===== src/rtl/alu_mp_seq.sv =====
`default_nettype none
// +----------------------------------------------------------------------------+
// | alu_mp_seq : issues one K*N-bit operation to a shared N-bit alu, one limb   |
// |              per cycle LSB first, chaining carry/borrow into a wide result. |
// | Revision   : 1.0                                                            |
// +----------------------------------------------------------------------------+
module alu_mp_seq #(
  parameter int N    = 8,
  parameter int K    = 4,
  parameter int AC_N = 3,
  parameter logic [AC_N-1:0] AC_AD = AC_N'(0),
  parameter logic [AC_N-1:0] AC_SB = AC_N'(1),
  parameter logic [AC_N-1:0] AC_AN = AC_N'(2),
  parameter logic [AC_N-1:0] AC_OR = AC_N'(3)
) (
  input  logic            clk,
  input  logic            rst,
  input  logic            start,
  input  logic [2:0]      op,
  input  logic [N*K-1:0]  a,
  input  logic [N*K-1:0]  b,
  input  logic            cin,
  output logic            busy,
  output logic            done,
  output logic [N*K-1:0]  result,
  output logic            cout,
  output logic            zero,
  output logic [AC_N-1:0] alu_cs,
  output logic [N-1:0]    alu_a,
  output logic [N-1:0]    alu_b,
  output logic            alu_cin,
  input  logic [N-1:0]    alu_s,
  input  logic            alu_zero,
  input  logic            alu_cout
);

  localparam int W  = N * K;
  localparam int IW = (K > 1) ? $clog2(K) : 1;

  localparam logic [2:0] C_OP_ADD = 3'd0;
  localparam logic [2:0] C_OP_ADC = 3'd1;
  localparam logic [2:0] C_OP_SUB = 3'd2;
  localparam logic [2:0] C_OP_SBB = 3'd3;
  localparam logic [2:0] C_OP_OR  = 3'd5;

  typedef enum logic [1:0] {
    S_IDLE = 2'd0,
    S_RUN  = 2'd1,
    S_DONE = 2'd2
  } state_t;

  state_t          state_q, state_d;
  logic [W-1:0]    a_q, b_q, sh_q, result_q;
  logic [2:0]      op_q;
  logic            cin_q, carry_q, zacc_q, cout_q, zero_q;
  logic [IW-1:0]   idx_q;

  logic            w_accept, w_last, w_arith, w_sub;
  logic [W-1:0]    w_sh_next;

  assign w_accept = start & (state_q != S_RUN);
  assign w_last   = (idx_q == IW'(K - 1));
  assign w_arith  = (op_q <= C_OP_SBB);
  assign w_sub    = (op_q == C_OP_SUB) | (op_q == C_OP_SBB);

  always_comb begin
    state_d = state_q;
    case (state_q)
      S_IDLE:  if (w_accept) state_d = S_RUN;
      S_RUN:   if (w_last) state_d = S_DONE;
      S_DONE:  state_d = w_accept ? S_RUN : S_IDLE;
      default: state_d = S_IDLE;
    endcase
  end

  always_comb begin
    w_sh_next = sh_q;
    w_sh_next[idx_q*N +: N] = alu_s;
  end

  always_comb begin
    alu_cs = AC_AN;
    if (w_arith)             alu_cs = w_sub ? AC_SB : AC_AD;
    else if (op_q == C_OP_OR) alu_cs = AC_OR;
  end

  // The alu reports borrow on AC_SB, so subtract chains feed back its inverse.
  always_comb begin
    alu_cin = 1'b0;
    if (idx_q == '0) begin
      case (op_q)
        C_OP_ADC: alu_cin = cin_q;
        C_OP_SUB: alu_cin = 1'b1;
        C_OP_SBB: alu_cin = ~cin_q;
        default:  alu_cin = 1'b0;
      endcase
    end else if (w_arith) begin
      alu_cin = w_sub ? ~carry_q : carry_q;
    end
  end

  assign alu_a  = a_q[idx_q*N +: N];
  assign alu_b  = b_q[idx_q*N +: N];
  assign busy   = (state_q == S_RUN);
  assign done   = (state_q == S_DONE);
  assign result = result_q;
  assign cout   = cout_q;
  assign zero   = zero_q;

  always_ff @(posedge clk) begin
    if (rst) begin
      state_q  <= S_IDLE;
      a_q      <= '0;
      b_q      <= '0;
      op_q     <= C_OP_ADD;
      cin_q    <= 1'b0;
      idx_q    <= '0;
      carry_q  <= 1'b0;
      zacc_q   <= 1'b1;
      sh_q     <= '0;
      result_q <= '0;
      cout_q   <= 1'b0;
      zero_q   <= 1'b1;
    end else begin
      state_q <= state_d;
      if (w_accept) begin
        a_q    <= a;
        b_q    <= b;
        op_q   <= op;
        cin_q  <= cin;
        idx_q  <= '0;
        zacc_q <= 1'b1;
        sh_q   <= '0;
      end else if (state_q == S_RUN) begin
        sh_q    <= w_sh_next;
        zacc_q  <= zacc_q & alu_zero;
        carry_q <= alu_cout;
        idx_q   <= w_last ? '0 : idx_q + IW'(1);
        // Held outputs change only when the final limb lands.
        if (w_last) begin
          result_q <= w_sh_next;
          cout_q   <= w_arith & alu_cout;
          zero_q   <= zacc_q & alu_zero;
        end
      end
    end
  end

endmodule
`default_nettype wire


===== config.mk =====
export PLATFORM = sky130hd
export DESIGN_NAME = alu_mp_seq
export DESIGN_NICKNAME = d
export VERILOG_FILES = /design/src/rtl/alu_mp_seq.sv
export SDC_FILE = /design/constraint.sdc
export NUM_CORES = 1
export LEC_CHECK = 0
export CORE_ASPECT_RATIO = 0.75
export CORE_MARGIN = 3
export CORE_UTILIZATION = 52
export CTS_BUF_LIST = sky130_fd_sc_hd__clkbuf_2 sky130_fd_sc_hd__clkbuf_4 sky130_fd_sc_hd__clkbuf_8
export CTS_CLUSTER_SIZE = 24
export DETAILED_ROUTE_END_ITERATION = 10
export PLACE_DENSITY = 0.82
export SLEW_MARGIN = 10
export SYNTH_ARGS = -nofsm -noshare
export SYNTH_HDL_FRONTEND = slang
export SYNTH_SLANG_ARGS = --single-unit

===== constraint.sdc =====
create_clock -name clk -period 2.7 [get_ports clk]
set_clock_uncertainty 0.15 [all_clocks]
set_input_delay 0.81 -clock clk [delete_from_list [all_inputs] [get_ports clk]]
set_output_delay 0.81 -clock clk [all_outputs]
set_load 0.02 [all_outputs]

# Word level (Yosys, flattened, before mapping)
# Cells that the tools add are included.
# word_totals
reg_bits,140
latchBits,0
ram_bits,0
rom_bits,0
out_inout_bits,56
mem_count,0
# classes
n_addsub,2
mul,0
div_mod_pow,0
order_cmp,1
n_eq_ne,10
shift,4
muxes,13
bitwise_logic,7
reduce_logical,6
# op_table
op,count
$shiftx A32 B6 Y8,2
$neg A5 Y34,1
$shift A8 B34 Y32 const A,1
$shiftx A8 B34 Y32,1
$bwmux W32,1
$mux W2,4
$eq A3 B2 Y1 const B,2
$mux W1,6
$pmux W2 S3,1
$eq A2 B2 Y1 const B,2
$logic_not A2 Y1,2
$ne A2 B1 Y1 const B,2
$reduce_and A2 Y1,2
$and A1 B1 Y1,3
$eq A3 B1 Y1 const B,1
$eq A3 B3 Y1 const B,1
$le A3 B2 Y1 const B,1
$not A1 Y1,3
$pmux W1 S3,1
$reduce_and A3 Y1,1
$add A2 B1 Y2 const B,1
$eq A2 B1 Y1 const B,1
$ne A2 B2 Y1 const B,1
$reduce_or A2 Y1,1
$or A1 B1 Y1,1

# Logic depth before layout (Yosys ltp)
# Gate-level depths: netlist of run 1.
# logic_depth
depth_word,5
ltp_mapped,10

# Worst setup path after synthesis of run 1
# OpenSTA, ideal clock, no wires.
# synth_path
kind,flip-flop to output port
startpoint,register idx_q[1]
endpoint,output port alu_cin
arrival_ps,1912
t_required_ps,1740
setup_slack_ps,-172
stages_incl_launch_ff,8
path_cell_list,dfxtp_1 -> buf_2 -> buf_2 -> inv_2 -> ha_1 -> buf_6 -> and3_1 -> o31ai_1
# synth_between
elab_chain_len,2
# synth_rtl
element,line_no,text
"start, declared",56,logic [IW-1:0] idx_q;
"start signal, assigned",138,idx_q <= w_last ? '0 : idx_q + IW'(1);
$logic_not A2 Y1,90,if (idx_q == '0) begin
$mux W1,90,
"end, declared",31,"output logic alu_cin,"
# No other way between the ends.

# Final worst setup path of run 1
# layout_path
startpoint,register idx_q[0]
endpoint,output port alu_a[0]
# layout_between
elab_chain_len,1
# layout_rtl
element,line_no,text
$shiftx A32 B6 Y8,102,assign alu_a = a_q[idx_q*N +: N];
"end, declared",29,"output logic [N-1:0] alu_a,"
# No other way between the ends.

==> results of run 1 <==
worst max-delay path by stage:
| stage | from | to | cells after the start |
|---|---|---|---|
| after floorplan | idx_q[1] | alu_cin | 8 |
| after global placement | idx_q[0] | alu_cin | 6 |
| after detailed placement | idx_q[0] | alu_cin | 6 |
| after CTS | idx_q[0] | alu_cin | 6 |
| after global routing | idx_q[0] | alu_cin | 6 |
| final | idx_q[0] | alu_a[0] | 3 |
power groups by stage:
stage	logic [mW]	registers [mW]	clock network, mW
CTS	0.586	2.18	2.15
detailed placement	0.597	2.22	0
global route	0.653	2.19	2.25
global placement	0.576	2.22	0
finish	0.608	2.18	2.14
floorplan	0.372	2.20	0
routing by layer:
metal,up-vias,part of all wire [%],GRT usage [%]
li1,2669,-,-
met2,285,47,42.3
met1,2741,42,35.9
met3,42,8.2,6.19
met4,0,2.5,10.7
met5,-,0,0
worst register-to-register path, stage by stage, from the launching register on:
cell      delay, ns
dfxtp_1        0.45
nand2b_2       0.19
buf_4          0.64
nor2_2         0.25
buf_4          0.27
a32o_1         0.27
per-stage QoR:
step,util (%),worst slack [ns]
4_1_cts,71.2,-0.0317
5_1_grt,71.8,-0.0421
2_1_floorplan,-,0.0198
3_5_place_dp,66.9,-0.00514
6_report,71.8,0.0142
3_3_place_gp,66.9,0.0139
flip-flops by register name, summed over array words and instances, names as in the netlist:
signal	count
zacc_q	1
a_q	32
op_q	3
result	32
cin_q	1
carry_q	1
state_q	2
sh_q	32
cout	1
b_q	32
zero	1
idx_q	2
cells in the mapped netlist, drive strengths merged:
master | count | area, sq um
a211oi | 19 | 168
or3 | 1 | 6.26
and4bb | 1 | 12.5
nor2 | 44 | 168
a311oi | 8 | 120
a32oi | 8 | 70.1
conb | 1 | 3.75
o21ai | 71 | 355
a41oi | 16 | 155
buf | 48 | 275
nand4b | 8 | 70.1
a21o | 1 | 7.51
a21oi | 72 | 360
and3b | 5 | 43.8
clkbuf | 34 | 136
nand2 | 7 | 26.3
o22a | 1 | 8.76
a32o | 24 | 240
mux4 | 16 | 360
a211o | 1 | 8.76
nor3 | 8 | 40.0
o31ai | 1 | 7.51
nand2b | 11 | 68.8
nand3b | 3 | 22.5
inv | 5 | 18.8
a221oi | 8 | 70.1
nand3 | 68 | 340
and3 | 4 | 25.0
dfxtp | 140 | 2800
nor3b | 2 | 37.5
nor2b | 18 | 113
ha | 6 | 75.1
kinds of logic (layout without fill, tap and decap cells):
logic type	Yosys count	count (layout)	synth area share, %
compound gates	230	230	25.3
fa+ha+maj	6	6	1.21
buf+inv	87	203	6.92
flops	140	140	45.1
mux	16	16	5.80
other cells	1	1	0.0603
simple gates	180	180	15.7
repair_timing:
| action | 4_1_cts | 5_1_grt |
|---|---|---|
| setup endpoints to repair | 20 | 2 |
| endpoints found under the hold margin | 0 | 0 |
| setup buffers | 4 | 3 |
| pin swaps | 0 | 1 |
| gates cloned | 0 | 1 |
| gates resized for setup | 81 | 12 |
cell type report:
| type | count | area (sq um) |
|---|---|---|
| flip-flops and latches | 140 | 2810 |
| well taps | 157 | 196 |
| fillers | 830 | 3190 |
| multi-input cells | 433 | 3010 |
| clock inverters | 11 | 239 |
| inverters | 5 | 18.8 |
| clock buffers | 21 | 270 |
| repair buffers | 166 | 1580 |
==> metrics.csv, run 1 <==
stage;metric;value;unit
flow_run;max cap viols;0;
timing;fmax;0.372;GHz
die;core region area;0.0113;sq mm
global_route;maximum number of pins on one net before global-route repair;80;
final_layout;area grow syn2layout;30.7;%
global_route;GRT Overall Usage;26.7;%
cts;cts hold-fix bufs;0;
routing;DRT Wirelength;18300;microns
cts;H-tree levels;4;
power_and_ir_drop;Sw Ratio;24.2;%
synth;flops & latches, synth;140;
routing;Iter 0 DRT Violations;680;
power_and_ir_drop;Worst VDD drop;0.000389;V
routing;vias per cell;6.15;
synth;Synthesis Warnings;0;
timing;RSZ-0062 raised after global routing;true;
power_and_ir_drop;Psw;1.19;mW
global_route;vias in the first global route;5535;
cts;Num CTS Buffers;17;
place;placer congestion estimate;0.843;
die;Die H;101;microns
cts;Clock Sinks;140;
worst_setup_path;worst path cell trace;buf_4 > mux4_2 > buf_4;
final_layout;post-route cell area;0.00812;sq mm
power_and_ir_drop;combinational share of power;12.3;%
timing;Setup TNS;0;ns
die;I/O Pins;137;
min_path;worst min path class;reg -> reg;
timing;Final min period;2.69;ns
power_and_ir_drop;Clock power frac;43.5;%
power_and_ir_drop;Seq pwr share;44.2;%
timing;Worst-Margin Slew;0.849;ns
worst_setup_path;reg2reg start;state_q[1];
final_layout;commonest non-fill, non-tap cell in the layout;dfxtp_1;
routing;via count;5737;
final_layout;Finished Layout Cells;933;
routing;First-pass DRT Iterations;5;
final_layout;Final nets;850;
worst_setup_path;Arrival @ worst endpoint;1.73;ns
worst_setup_path;r2r worst-path depth;5;
routing;antenna viol nets, final;0;
global_route;Remaining Overflow, GRT;0;
synth;Post-Syn Area;0.00622;sq mm
worst_setup_path;Critical Path End Type;output pin;
final_layout;layout cells sized above 1;16.5;%
cts;clock root buffer;clkbuf_8;
routing;DRC;0;
timing;Final Hold Viols;0;
worst_setup_path;R2R Setup Slk;0.38;ns
die;cell row count;33;
global_route;initial antenna violation count;0;
place;Port Buf Inserts;135;
synth;synth unique cells;40;
cts;clock buffer depth;2;
synth;sequential fraction of the synthesis area;45.1;%
min_path;HP Start;sh_q[20];
place;Placed Area;0.00757;sq mm
timing;slew margin rel.;43.4;%
worst_setup_path;Crit path max-delay family;multiplexers;
die;die area;0.0133;sq mm
cts;Worst-Skew Late Latency;0.44;ns
power_and_ir_drop;LEAKAGE;2.87;nW
synth;synthesized area per cell;9.42;sq um
worst_setup_path;FF-to-FF End;sh_q[18];
place;DP Cell Count;894;
die;die width;132;microns
worst_setup_path;slowest stage cell, crit path;mux4_2;
timing;fin. max-slew vios;0;
timing;Hold Slack;0.310;ns
worst_setup_path;maximum fanout along the worst path;8;
worst_setup_path;critical path required time;1.74;ns
final_layout;most frequent cells in the layout;dfxtp_1 (137), clkdlybuf4s50_1 (113), a21oi_1 (72), o21ai_1 (69), nand3_1 (68);
worst_setup_path;CP most frequent cell;buf_4;
place;DP HPWL;12100;microns
timing;Final setup viols;0;
min_path;Hold Path Cell Cnt;1;
global_route;first-pass GRT wire length;28500;microns
worst_setup_path;CP Launch Type;flop;
final_layout;diodes inserted;0;
power_and_ir_drop;Power Density;607;mW/mm^2
status;status;complete, no violations;
worst_setup_path;crit-path max cell delay;0.54;ns
min_path;hold endpoint;sh_q[20];
power_and_ir_drop;Pint;3.74;mW
synth;Post-Synthesis Cells;660;
cts;CTS tree;built;
power_and_ir_drop;total power;4.93;mW
worst_setup_path;Buf/Inv on CP;2;
cts;clock slew at reported path FFs;0.07;ns
synth;syn nets;747;
worst_setup_path;WS Path Type;reg -> out;
routing;WL/cell;19.6;microns
timing;Final Cycle Share;99.5;%
die;Starting Density;55.0;%
Power figures use the tool's default switching activity.
==> inputs of run 2 (changes only) <==
--- a/config.mk
+++ b/config.mk
@@ -7,11 +7,12 @@
 export LEC_CHECK = 0
 export CORE_ASPECT_RATIO = 0.75
 export CORE_MARGIN = 3
-export CORE_UTILIZATION = 52
+export CORE_UTILIZATION = 65
 export CTS_BUF_LIST = sky130_fd_sc_hd__clkbuf_2 sky130_fd_sc_hd__clkbuf_4 sky130_fd_sc_hd__clkbuf_8
 export CTS_CLUSTER_SIZE = 24
 export DETAILED_ROUTE_END_ITERATION = 10
-export PLACE_DENSITY = 0.82
+export DONT_BUFFER_PORTS = 1
+export PLACE_DENSITY = 0.81
 export SLEW_MARGIN = 10
 export SYNTH_ARGS = -nofsm -noshare
 export SYNTH_HDL_FRONTEND = slang
==> run 2 against run 1 <==
Effect of this change: wire length decreased by 16%; total power decreased by 10%; combinational power shrank 39%; highest routed layer unchanged; clock power shrank 13%; sequential cell count unchanged.
==> metrics.csv, run 2 (synthesis results as in run 1) <==
stage;metric;value;unit
routing;DRC;0;
worst_setup_path;WS Path Type;reg -> out;
routing;via count;5050;
routing;antenna viol nets, final;0;
timing;final setup margin;0.0813;ns
final_layout;Final nets;702;
timing;RSZ-0062 raised after global routing;false;
min_path;worst min path class;in -> reg;
global_route;GRT Overall Usage;28.4;%
place;post-placement worst setup slack;0.401;ns
timing;Final min period;2.62;ns
die;die area;0.0108;sq mm
worst_setup_path;Critical Path End Type;output pin;
die;cell row count;30;
final_layout;Finished Layout Cells;755;
timing;slew margin rel.;33.9;%
worst_setup_path;CP Launch Type;flop;
flow_run;max cap viols;0;
routing;DRT Wirelength;15400;microns
cts;H-tree levels;4;
worst_setup_path;slowest stage cell, crit path;dfxtp_2;
cts;clock root buffer;clkbuf_8;
power_and_ir_drop;Worst VDD drop;0.000435;V
routing;First-pass DRT Iterations;7;
worst_setup_path;critical path required time;1.74;ns
place;Placed Area;0.00616;sq mm
die;core region area;0.00920;sq mm
die;Starting Density;67.6;%
global_route;vias in the first global route;4779;
worst_setup_path;crit-path max cell delay;0.38;ns
die;die width;119;microns
global_route;Remaining Overflow, GRT;0;
final_layout;most frequent cells in the layout;dfxtp_1 (139), a21oi_1 (72), o21ai_1 (69), nand3_1 (68), nor2_1 (43);
final_layout;area grow syn2layout;6.54;%
final_layout;layout cells sized above 1;14.8;%
cts;Num CTS Buffers;17;
timing;Final Hold Viols;0;
global_route;maximum number of pins on one net before global-route repair;111;
routing;vias per cell;6.69;
timing;Setup TNS;0;ns
place;DP Cell Count;724;
cts;Clock Sinks;140;
timing;fmax;0.382;GHz
timing;Worst-Margin Slew;0.990;ns
worst_setup_path;Crit path max-delay family;flip-flops;
final_layout;post-route cell area;0.00662;sq mm
timing;Final Cycle Share;97.0;%
final_layout;diodes inserted;0;
routing;WL/cell;20.4;microns
global_route;first-pass GRT wire length;24800;microns
routing;Iter 0 DRT Violations;537;
place;DP HPWL;10200;microns
worst_setup_path;worst path cell trace;inv_4 > ha_1 > nor2b_1 > o21ai_2 > o31ai_4;
power_and_ir_drop;LEAKAGE;2.21;nW
place;placer congestion estimate;0.875;
die;Die H;90.7;microns
timing;Final setup viols;0;
worst_setup_path;Arrival @ worst endpoint;1.66;ns
cts;clock slew at reported path FFs;0.08;ns
worst_setup_path;maximum fanout along the worst path;12;
timing;fin. max-slew vios;0;
timing;Hold Slack;0.285;ns
status;status;complete, no violations;
global_route;initial antenna violation count;0;
cts;CTS tree;built;
place;Port Buf Inserts;0;
worst_setup_path;Buf/Inv on CP;1;
cts;clock buffer depth;2;
die;I/O Pins;137;
final_layout;commonest non-fill, non-tap cell in the layout;dfxtp_1;
cts;Worst-Skew Late Latency;0.44;ns
power_and_ir_drop;Power Density;667;mW/mm^2
run 2: cell types whose count changed in the layout (fill, tap and decap cells not counted), moves of 2 or more:
cell,change
bufinv_16,-3
dlygate4sd2_1,-2
buf_4,-12
clkdlybuf4s50_1,-113
clkbuf_8,+3
buf_6,-5
clkbuf_4,-3
dfxtp_1,+2
buf_2,-14
run 2: worst paths after layout:
path / from / to / slack, ns / cells past startpoint
setup / recovery: idx_q[0] / alu_cin / 0.08 / 5
hold / removal: rst / result[15] / 0.28 / 1
setup reg to reg: idx_q[0] / result[12] / 0.50 / 7
hold reg to reg: sh_q[21] / sh_q[21] / 0.31 / 1
run 2: power by group:
part | internal [mW] | switching, mW
registers | 2.13 | 0.0448
clock network | 1.10 | 0.770
logic | 0.132 | 0.239
run 2: area by class of cell:
| class | instances | area [sq um] |
|---|---|---|
| Multi-Input combinational cell | 433 | 3010 |
| Sequential cell | 140 | 2800 |
| Inverter | 5 | 21.3 |
| Tap cell | 128 | 160 |
| Clock inverter | 10 | 163 |
| Clock buffer | 21 | 289 |
| Fill cell | 678 | 2570 |
| Timing Repair Buffer | 18 | 176 |
run 2: per-stage QoR:
stage	utilization (%)	power, mW
after CTS	72.0	4.43
after global routing	72.0	4.56
final	72.0	4.42
after detailed placement	66.9	2.59
after global placement	66.9	2.57
after floorplan	-	2.58
run 2: repair_timing:
| item | in CTS | in global routing |
|---|---|---|
| hold endpoints to repair | 0 | 0 |
| hold buffers | 0 | 0 |
| gates cloned | 0 | 0 |
| setup buffers | 0 | 0 |
| gates resized for setup | 4 | 1 |
| endpoints found under the setup margin | 1 | 9 |
| pin swaps | 1 | 1 |
run 2: layer usage:
layer	part of all wire [%]	routed length (microns)	global-route usage [%]
met1	43	6690	39.5
met5	0	0	0
met3	8.9	1380	9.39
met2	46	7080	42.0
met4	1.8	274	8.97
==> inputs of run 3 (changes only) <==
--- a/config.mk
+++ b/config.mk
@@ -6,13 +6,13 @@
 export NUM_CORES = 1
 export LEC_CHECK = 0
 export CORE_ASPECT_RATIO = 0.75
-export CORE_MARGIN = 3
 export CORE_UTILIZATION = 65
 export CTS_BUF_LIST = sky130_fd_sc_hd__clkbuf_2 sky130_fd_sc_hd__clkbuf_4 sky130_fd_sc_hd__clkbuf_8
 export CTS_CLUSTER_SIZE = 24
 export DETAILED_ROUTE_END_ITERATION = 10
 export DONT_BUFFER_PORTS = 1
 export PLACE_DENSITY = 0.81
+export SKIP_CTS_REPAIR_TIMING = 1
 export SLEW_MARGIN = 10
 export SYNTH_ARGS = -nofsm -noshare
 export SYNTH_HDL_FRONTEND = slang
==> run 3 against run 2 <==
Effect of this change: utilization shrank 0.20 points; clock power is 9% lower; sequential share of layout area increased by 0.27 points; combinational power is essentially flat; critical path depth down 3; cell count up 0.53%; critical endpoint is now alu_b[5]; largest cell class unchanged; highest routed layer unchanged.
==> metrics.csv, run 3 (synthesis results as in run 1) <==
stage;metric;value;unit
status;status;complete, no violations;
timing;Final setup viols;0;
worst_setup_path;r2r worst-path depth;6;
routing;WL/cell;20.2;microns
die;Starting Density;67.9;%
final_layout;most frequent cells in the layout;dfxtp_1 (140), a21oi_1 (72), o21ai_1 (69), nand3_1 (68), nor2_1 (43);
cts;Num CTS Buffers;17;
routing;vias per cell;6.75;
routing;antenna viol nets, final;0;
worst_setup_path;Critical Path Sink;alu_b[5];
worst_setup_path;WS Path Type;reg -> out;
routing;via count;5122;
timing;final setup margin;0.0686;ns
place;DP HPWL;10000;microns
cts;clock slew at reported path FFs;0.07;ns
min_path;worst min path class;in -> reg;
cts;H-tree levels;4;
die;core region area;0.00916;sq mm
die;Die H;86.7;microns
power_and_ir_drop;Power Density;646;mW/mm^2
worst_setup_path;R2R Setup Slk;0.55;ns
global_route;maximum number of pins on one net before global-route repair;111;
final_layout;filler cell count;753;
global_route;vias in the first global route;4491;
cts;Worst-Skew Late Latency;0.46;ns
final_layout;layout cells sized above 1;15.1;%
timing;Worst-Margin Slew;0.974;ns
place;post-placement worst setup slack;0.507;ns
final_layout;area grow syn2layout;5.82;%
place;Port Buf Inserts;0;
final_layout;Final nets;705;
routing;Iter 0 DRT Violations;469;
routing;DRC;0;
worst_setup_path;Critical Path End Type;output pin;
global_route;Remaining Overflow, GRT;0;
worst_setup_path;FF-to-FF End;sh_q[26];
die;I/O Pins;137;
power_and_ir_drop;Worst VDD drop;0.000385;V
die;cell row count;30;
final_layout;commonest non-fill, non-tap cell in the layout;dfxtp_1;
final_layout;area of the multi-input gates;0.00301;sq mm
final_layout;diodes inserted;0;
worst_setup_path;maximum fanout along the worst path;9;
worst_setup_path;CP Launch Type;flop;
timing;slew margin rel.;35.0;%
place;placer congestion estimate;0.789;
die;die width;115;microns
global_route;first-pass GRT wire length;23700;microns
timing;Final Hold Viols;0;
cts;Clock Sinks;140;
timing;fmax;0.380;GHz
worst_setup_path;reg2reg start;idx_q[0];
global_route;initial antenna violation count;0;
min_path;HP Start;rst;
worst_setup_path;Crit. Startpoint;idx_q[0];
routing;DRT Wirelength;15300;microns
worst_setup_path;Arrival @ worst endpoint;1.67;ns
final_layout;final core area utilization;71.8;%
timing;Setup TNS;0;ns
cts;clock buffer depth;2;
cts;clock root buffer;clkbuf_8;
timing;RSZ-0062 raised after global routing;false;
routing;First-pass DRT Iterations;5;
global_route;GRT Overall Usage;31.4;%
power_and_ir_drop;LEAKAGE;2.21;nW
timing;Final min period;2.63;ns
cts;CTS tree;built;
die;die area;0.00996;sq mm
flow_run;max cap viols;0;
worst_setup_path;critical path required time;1.74;ns
final_layout;register area;0.00280;sq mm
timing;Final Cycle Share;97.5;%
timing;fin. max-slew vios;0;
==> run 3: cell count changes in the layout (fill, tap and decap cells not counted), sizes merged <==
cell	delta
buf	+3
clkinvlp	+1
clkinv	+2
bufinv	-2
==> run 3: per-layer routing <==
layer	GRT usage, %	routed length, microns	vias up
met1	42.7	6500	2474
met4	10.6	238	0
met5	0	0	-
met2	47.0	7100	231
met3	10.2	1500	27
li1	-	-	2390
==> run 3: worst max-delay path, cell delays in order, from the launching register on <==
cell     delay, ns
dfxtp_1       0.38
buf_4         0.23
mux4_2        0.60
==> run 3: power breakdown <==
| part | internal (mW) | switching [mW] |
|---|---|---|
| clock network | 0.910 | 0.789 |
| registers | 2.13 | 0.0445 |
| logic | 0.132 | 0.240 |
==> run 3: area by class of cell <==
| type | count | share of cell area [%] |
|---|---|---|
| clock buffers | 21 | 4.39 |
| well taps | 128 | 2.43 |
| multi-input cells | 433 | 45.7 |
| repair buffers | 21 | 2.83 |
| flip-flops and latches | 140 | 42.6 |
| clock inverters | 11 | 1.77 |
| inverters | 5 | 0.285 |
==> run 3: how the worst min path moves through the flow <==
stage          cells past startpoint    endpoint  slack [ns]
3_3_place_gp                       1    sh_q[16]        0.29
3_5_place_dp                       1    sh_q[18]        0.30
5_1_grt                            1  result[31]        0.25
6_report                           1  result[31]        0.26
4_1_cts                            1  result[31]        0.26
2_1_floorplan                      2      zacc_q        0.28
==> run 3: per-stage QoR <==
stage	hold slack, ns	instance area, sq um	cells	power (mW)
finish	0.264	6580	759	4.25
global route	0.254	6580	759	4.39
detailed placement	0.298	6170	727	2.59
global placement	0.290	6170	727	2.57
floorplan	0.279	6230	660	2.58
CTS	0.260	6570	759	4.25
==> RTL edit 1, RTL diff (flow settings as in run 3) <==
Change the parameter `N` from 8 to 10.
--- a/src/rtl/alu_mp_seq.sv
+++ b/src/rtl/alu_mp_seq.sv
@@ -7,3 +7,3 @@
 module alu_mp_seq #(
-  parameter int N    = 8,
+  parameter int N    = 10,
   parameter int K    = 4,
Interface: changed (6 resized); port bits go from 137 to 167. The function was not compared with the original's and may differ.
==> RTL edit 1 against run 3 <==
- area after synthesis is 20% higher
- total power is 17% higher
- setup slack worse by 0.064 ns
- count of clock-buffer cells in the layout is 1 lower
- routed wire length is 31% higher
- die area is 20% higher
- cell area is 21% higher
- sequential cell count is 32 higher
- critical path type unchanged
==> RTL edit 1: results (changes against run 3) <==
metric,value,unit,change
Final #Nets,938,,+33%
worst slew pin tran,0.629,ns,-0.345 ns
first-pass GRT wire length,32200,um,+36%
share of layout cells above drive strength 1,0.117,,-0.0335
CTS max path bufs,2,,unchanged
"Seq/Total Area, Yosys",0.460,,+0.00887
largest net degree at the start of global routing,125,,+13%
WL/cell,20.4,um,+0.97%
Max stage delay on crit path,0.35,ns,-0.25 ns
CP max-delay cell,dfxtp_2,,
"Cell Area, Placed",0.00756,sq mm,+23%
Post-DP HPWL,14100,um,+41%
RePlAce Congestion,0.950,,+20%
Synth area leaders,"dfxtp_1 46%, nand2_1 9.9%, a21oi_1 7.1%",,
most instantiated cells after synthesis,"197 x nand2_1, 172 x dfxtp_1, 107 x a21oi_1",,
Cell variety after synth,59,,+48%
worst-path fanout max,3,,-6
outcome,"finished, final reports clean",,
"Net Count, Synth",968,,+30%
Initial DRT Pass Iterations,6,,+1
clock-pin slew on the worst setup and hold paths,0.09,ns,+0.02 ns
Tot GR Track Use,0.350,,+0.0361
Fill cells,863,,+15%
P_leak,2.81,nW,+27%
Top delay family on crit path,simple AND/OR/NAND/NOR gates,,
most frequent cell after synthesis,nand2_1,,
vias in the first global route,6103,,+36%
maximum vdd ir drop,460,uV,+19%
RTL edit 1: cell types whose count changed in the layout (fill, tap and decap cells not counted), moves of 22 or more:
| cell | run 3 | this run |
|---|---|---|
| nand2_1 | 7 | 196 |
| o21ai_1 | 69 | 10 |
| nand3_1 | 68 | 14 |
| a21oi_1 | 72 | 106 |
| dfxtp_1 | 140 | 170 |
| a32o_1 | 24 | 2 |
RTL edit 1: cell families after synthesis:
group | after synthesis | share of synthesized area
compound gates | 236 | 0.204
xor+xnor | 1 | 0.00117
fa+ha+maj | 6 | 0.0100
buf+inv | 80 | 0.0498
flops | 172 | 0.460
mux | 33 | 0.0815
other cells | 1 | 0.000501
simple gates | 334 | 0.193
RTL edit 1: final cells by class:
| class | instances | share of cell area |
|---|---|---|
| Inverter | 11 | 0.00550 |
| Multi-Input combinational cell | 611 | 0.465 |
| Timing Repair Buffer | 20 | 0.0272 |
| Tap cell | 140 | 0.0220 |
| Clock inverter | 12 | 0.0142 |
| Clock buffer | 20 | 0.0330 |
| Sequential cell | 172 | 0.433 |
RTL edit 1: through the flow:
step	util	setup slack, ns	cells
after global placement	0.683	0.428	954
after global routing	0.719	-0.0708	986
final	0.719	0.00461	986
after detailed placement	0.683	0.403	954
after floorplan	-	0.00864	863
after CTS	0.717	-0.0559	986
RTL edit 1: where the power goes:
| part | internal (mW) | switching [mW] | total, mW | leakage, nW |
|---|---|---|---|---|
| Clock | 0.784 | 0.946 | 1.73 | 0.191 |
| Combinational | 0.184 | 0.370 | 0.554 | 1.22 |
| Sequential | 2.63 | 0.0537 | 2.68 | 1.40 |
RTL edit 1: layer usage:
layer  global-route usage  up-vias  wire (um)
met5                    0        -          0
met4                0.113        0        291
met3                0.103       35       2230
met2                0.532      370       8780
met1                0.478     3036       8830
li1                     -     2991          -
RTL edit 1: worst paths after layout:
path / slack (ns) / to / start / depth (start not counted)
worst min-delay path: 0.27 / result[0] / rst / 1
worst max-delay path: 0.005 / alu_cin / idx_q[1] / 6
worst max register to register: 0.31 / result[4] / idx_q[0] / 7
worst min register to register: 0.31 / a_q[4] / a_q[4] / 2
==> RTL edit 2, RTL diff (settings of run 3) <==
Made on the original files. Reset style: asynchronous (`rst`), changed in one clocked block.
--- a/src/rtl/alu_mp_seq.sv
+++ b/src/rtl/alu_mp_seq.sv
@@ -109,3 +109,3 @@
 
-  always_ff @(posedge clk) begin
+  always_ff @(posedge clk or posedge rst) begin
     if (rst) begin
Function: differs if rst is asserted again (counterexample within 4 cycles, from zero or initial values and one cycle with rst high); with rst held inactive, the same outputs for 10 cycles.
==> RTL edit 2 against run 3 <==
- sequential cell count unchanged
- cell area rose by 2.8%
- area after synthesis about the same
- setup slack gained 0.0023 ns
- routed wire length fell by 17%
- critical path type unchanged
- maximum frequency hardly changed
Power is not compared: it rests on default switching activity, and its combinational part moved more than twofold at a synthesized area within 25%.
==> RTL edit 2: results (changes against run 3) <==
metric,value,unit,change
Met2 Wirelength,6000,um,-16%
mux contribution to synthesized area,0.203,,+0.145
CP max-delay cell,dfrtp_2,,
DR WL met3,1150,um,-24%
R2R Path End,sh_q[18],,
first-pass GRT wire length,19900,um,-16%
Layout Cells excl Fill,587,,-23%
Adder-Cell Fraction of Synth Area,0.0121,,about the same
most instantiated cells after synthesis,"138 x dfrtp_1, 60 x mux2_2, 40 x a21oi_1",,
Met1 Wirelength,5350,um,-18%
final worst path period need,2.63,ns,-0.00231 ns
Tot GR Track Use,0.271,,-0.0424
Cell variety after synth,34,,-15%
depth of the worst register-to-register path,5,,-1
Worst R2R Setup Slack,0.47,ns,-0.08 ns
worst-path fanout max,4,,-5
"Seq/Total Area, Yosys",0.564,,+0.113
worst min path class,input port to async pin,,
syn_area_per_cell,13.6,sq um,+45%
RePlAce Congestion,0.807,,+2.2%
Max-slew headroom,0.658,,+0.308
Final #Nets,533,,-24%
clock-pin slew on the worst setup and hold paths,0.08,ns,
DP Cell Count,555,,-24%
"Net Count, Synth",543,,-27%
largest net degree at the start of global routing,69,,-38%
WL/cell,21.6,um,+6.9%
worst setup path end,alu_cin,,
Vias/cell,6.45,,-4.5%
Async SR Flop Fraction,1.00,,+1.00
Synth area leaders,"dfrtp_1 56%, mux2_2 11%, mux4_2 5.8%",,
Critical Path Start,idx_q[0],,
outcome,"finished, final reports clean",,
met1 usage,0.365,,-0.0620
worst slack at placement,0.402,ns,-0.105 ns
share of layout cells above drive strength 1,0.322,,+0.172
RR Startpoint,idx_q[1],,
Max stage delay on crit path,0.44,ns,-0.16 ns
ys flop type,dfrtp_1,,
"Cell Area, Placed",0.00627,sq mm,+1.7%
initial drt markers,332,,-29%
Initial DRT Pass Iterations,7,,+2
met3 Use GR,0.0979,,-0.00420
clock latency on the worst-skew pair,0.43,ns,-0.03 ns
Post-DP HPWL,8590,um,-14%
final setup vio count,0,,unchanged
M2 GR Usage,0.413,,-0.0570
RTL edit 2: cell types whose count changed after synthesis, sizes merged, moves of 15 or more:
| cell | before | now |
|---|---|---|
| dfxtp | 140 | 0 |
| dfrtp | 0 | 138 |
| mux2 | 0 | 69 |
| o21ai | 71 | 4 |
| nand3 | 68 | 2 |
| a21oi | 72 | 40 |
| a22o | 0 | 32 |
| clkbuf | 34 | 9 |
| a32o | 24 | 0 |
| a211oi | 19 | 0 |
| a32oi | 8 | 24 |
| a41oi | 16 | 0 |
| buf | 48 | 33 |
RTL edit 2: layout make-up:
type / count / area (sq um)
well taps: 128 / 160
inverters: 10 / 41.3
clock inverters: 14 / 216
flip-flops and latches: 140 / 3510
multi-input cells: 264 / 2460
repair buffers: 13 / 135
fillers: 609 / 2390
clock buffers: 18 / 248
RTL edit 2: cell families after synthesis:
logic type | count (synthesis)
AND/OR/NAND/NOR | 64
AO/OA/AOI/OAI | 104
adder cells (fa/ha/maj) | 6
flip-flops | 140
multiplexers | 89
buffers and inverters | 52
other | 1
RTL edit 2: worst max-delay path: cells and delay by family, from the launching register on:
| family | cells | cell delay, ns |
|---|---|---|
| AO/OA/AOI/OAI | 2 | 0.13 |
| buffers and inverters | 2 | 0.29 |
| AND/OR/NAND/NOR | 1 | 0.21 |
| flip-flops | 1 | 0.44 |
| adder cells (fa/ha/maj) | 1 | 0.17 |
RTL edit 2: worst min path at each step:
stage	start	endpoint	slack, ns	cells past startpoint
after floorplan	zacc_q	zacc_q	0.31	2
after global placement	zacc_q	zacc_q	0.32	2
after detailed placement	zacc_q	zacc_q	0.32	2
after CTS	rst	result[24]	0.07	1
after global routing	rst	result[30]	0.08	1
final	rst	result[30]	0.08	1
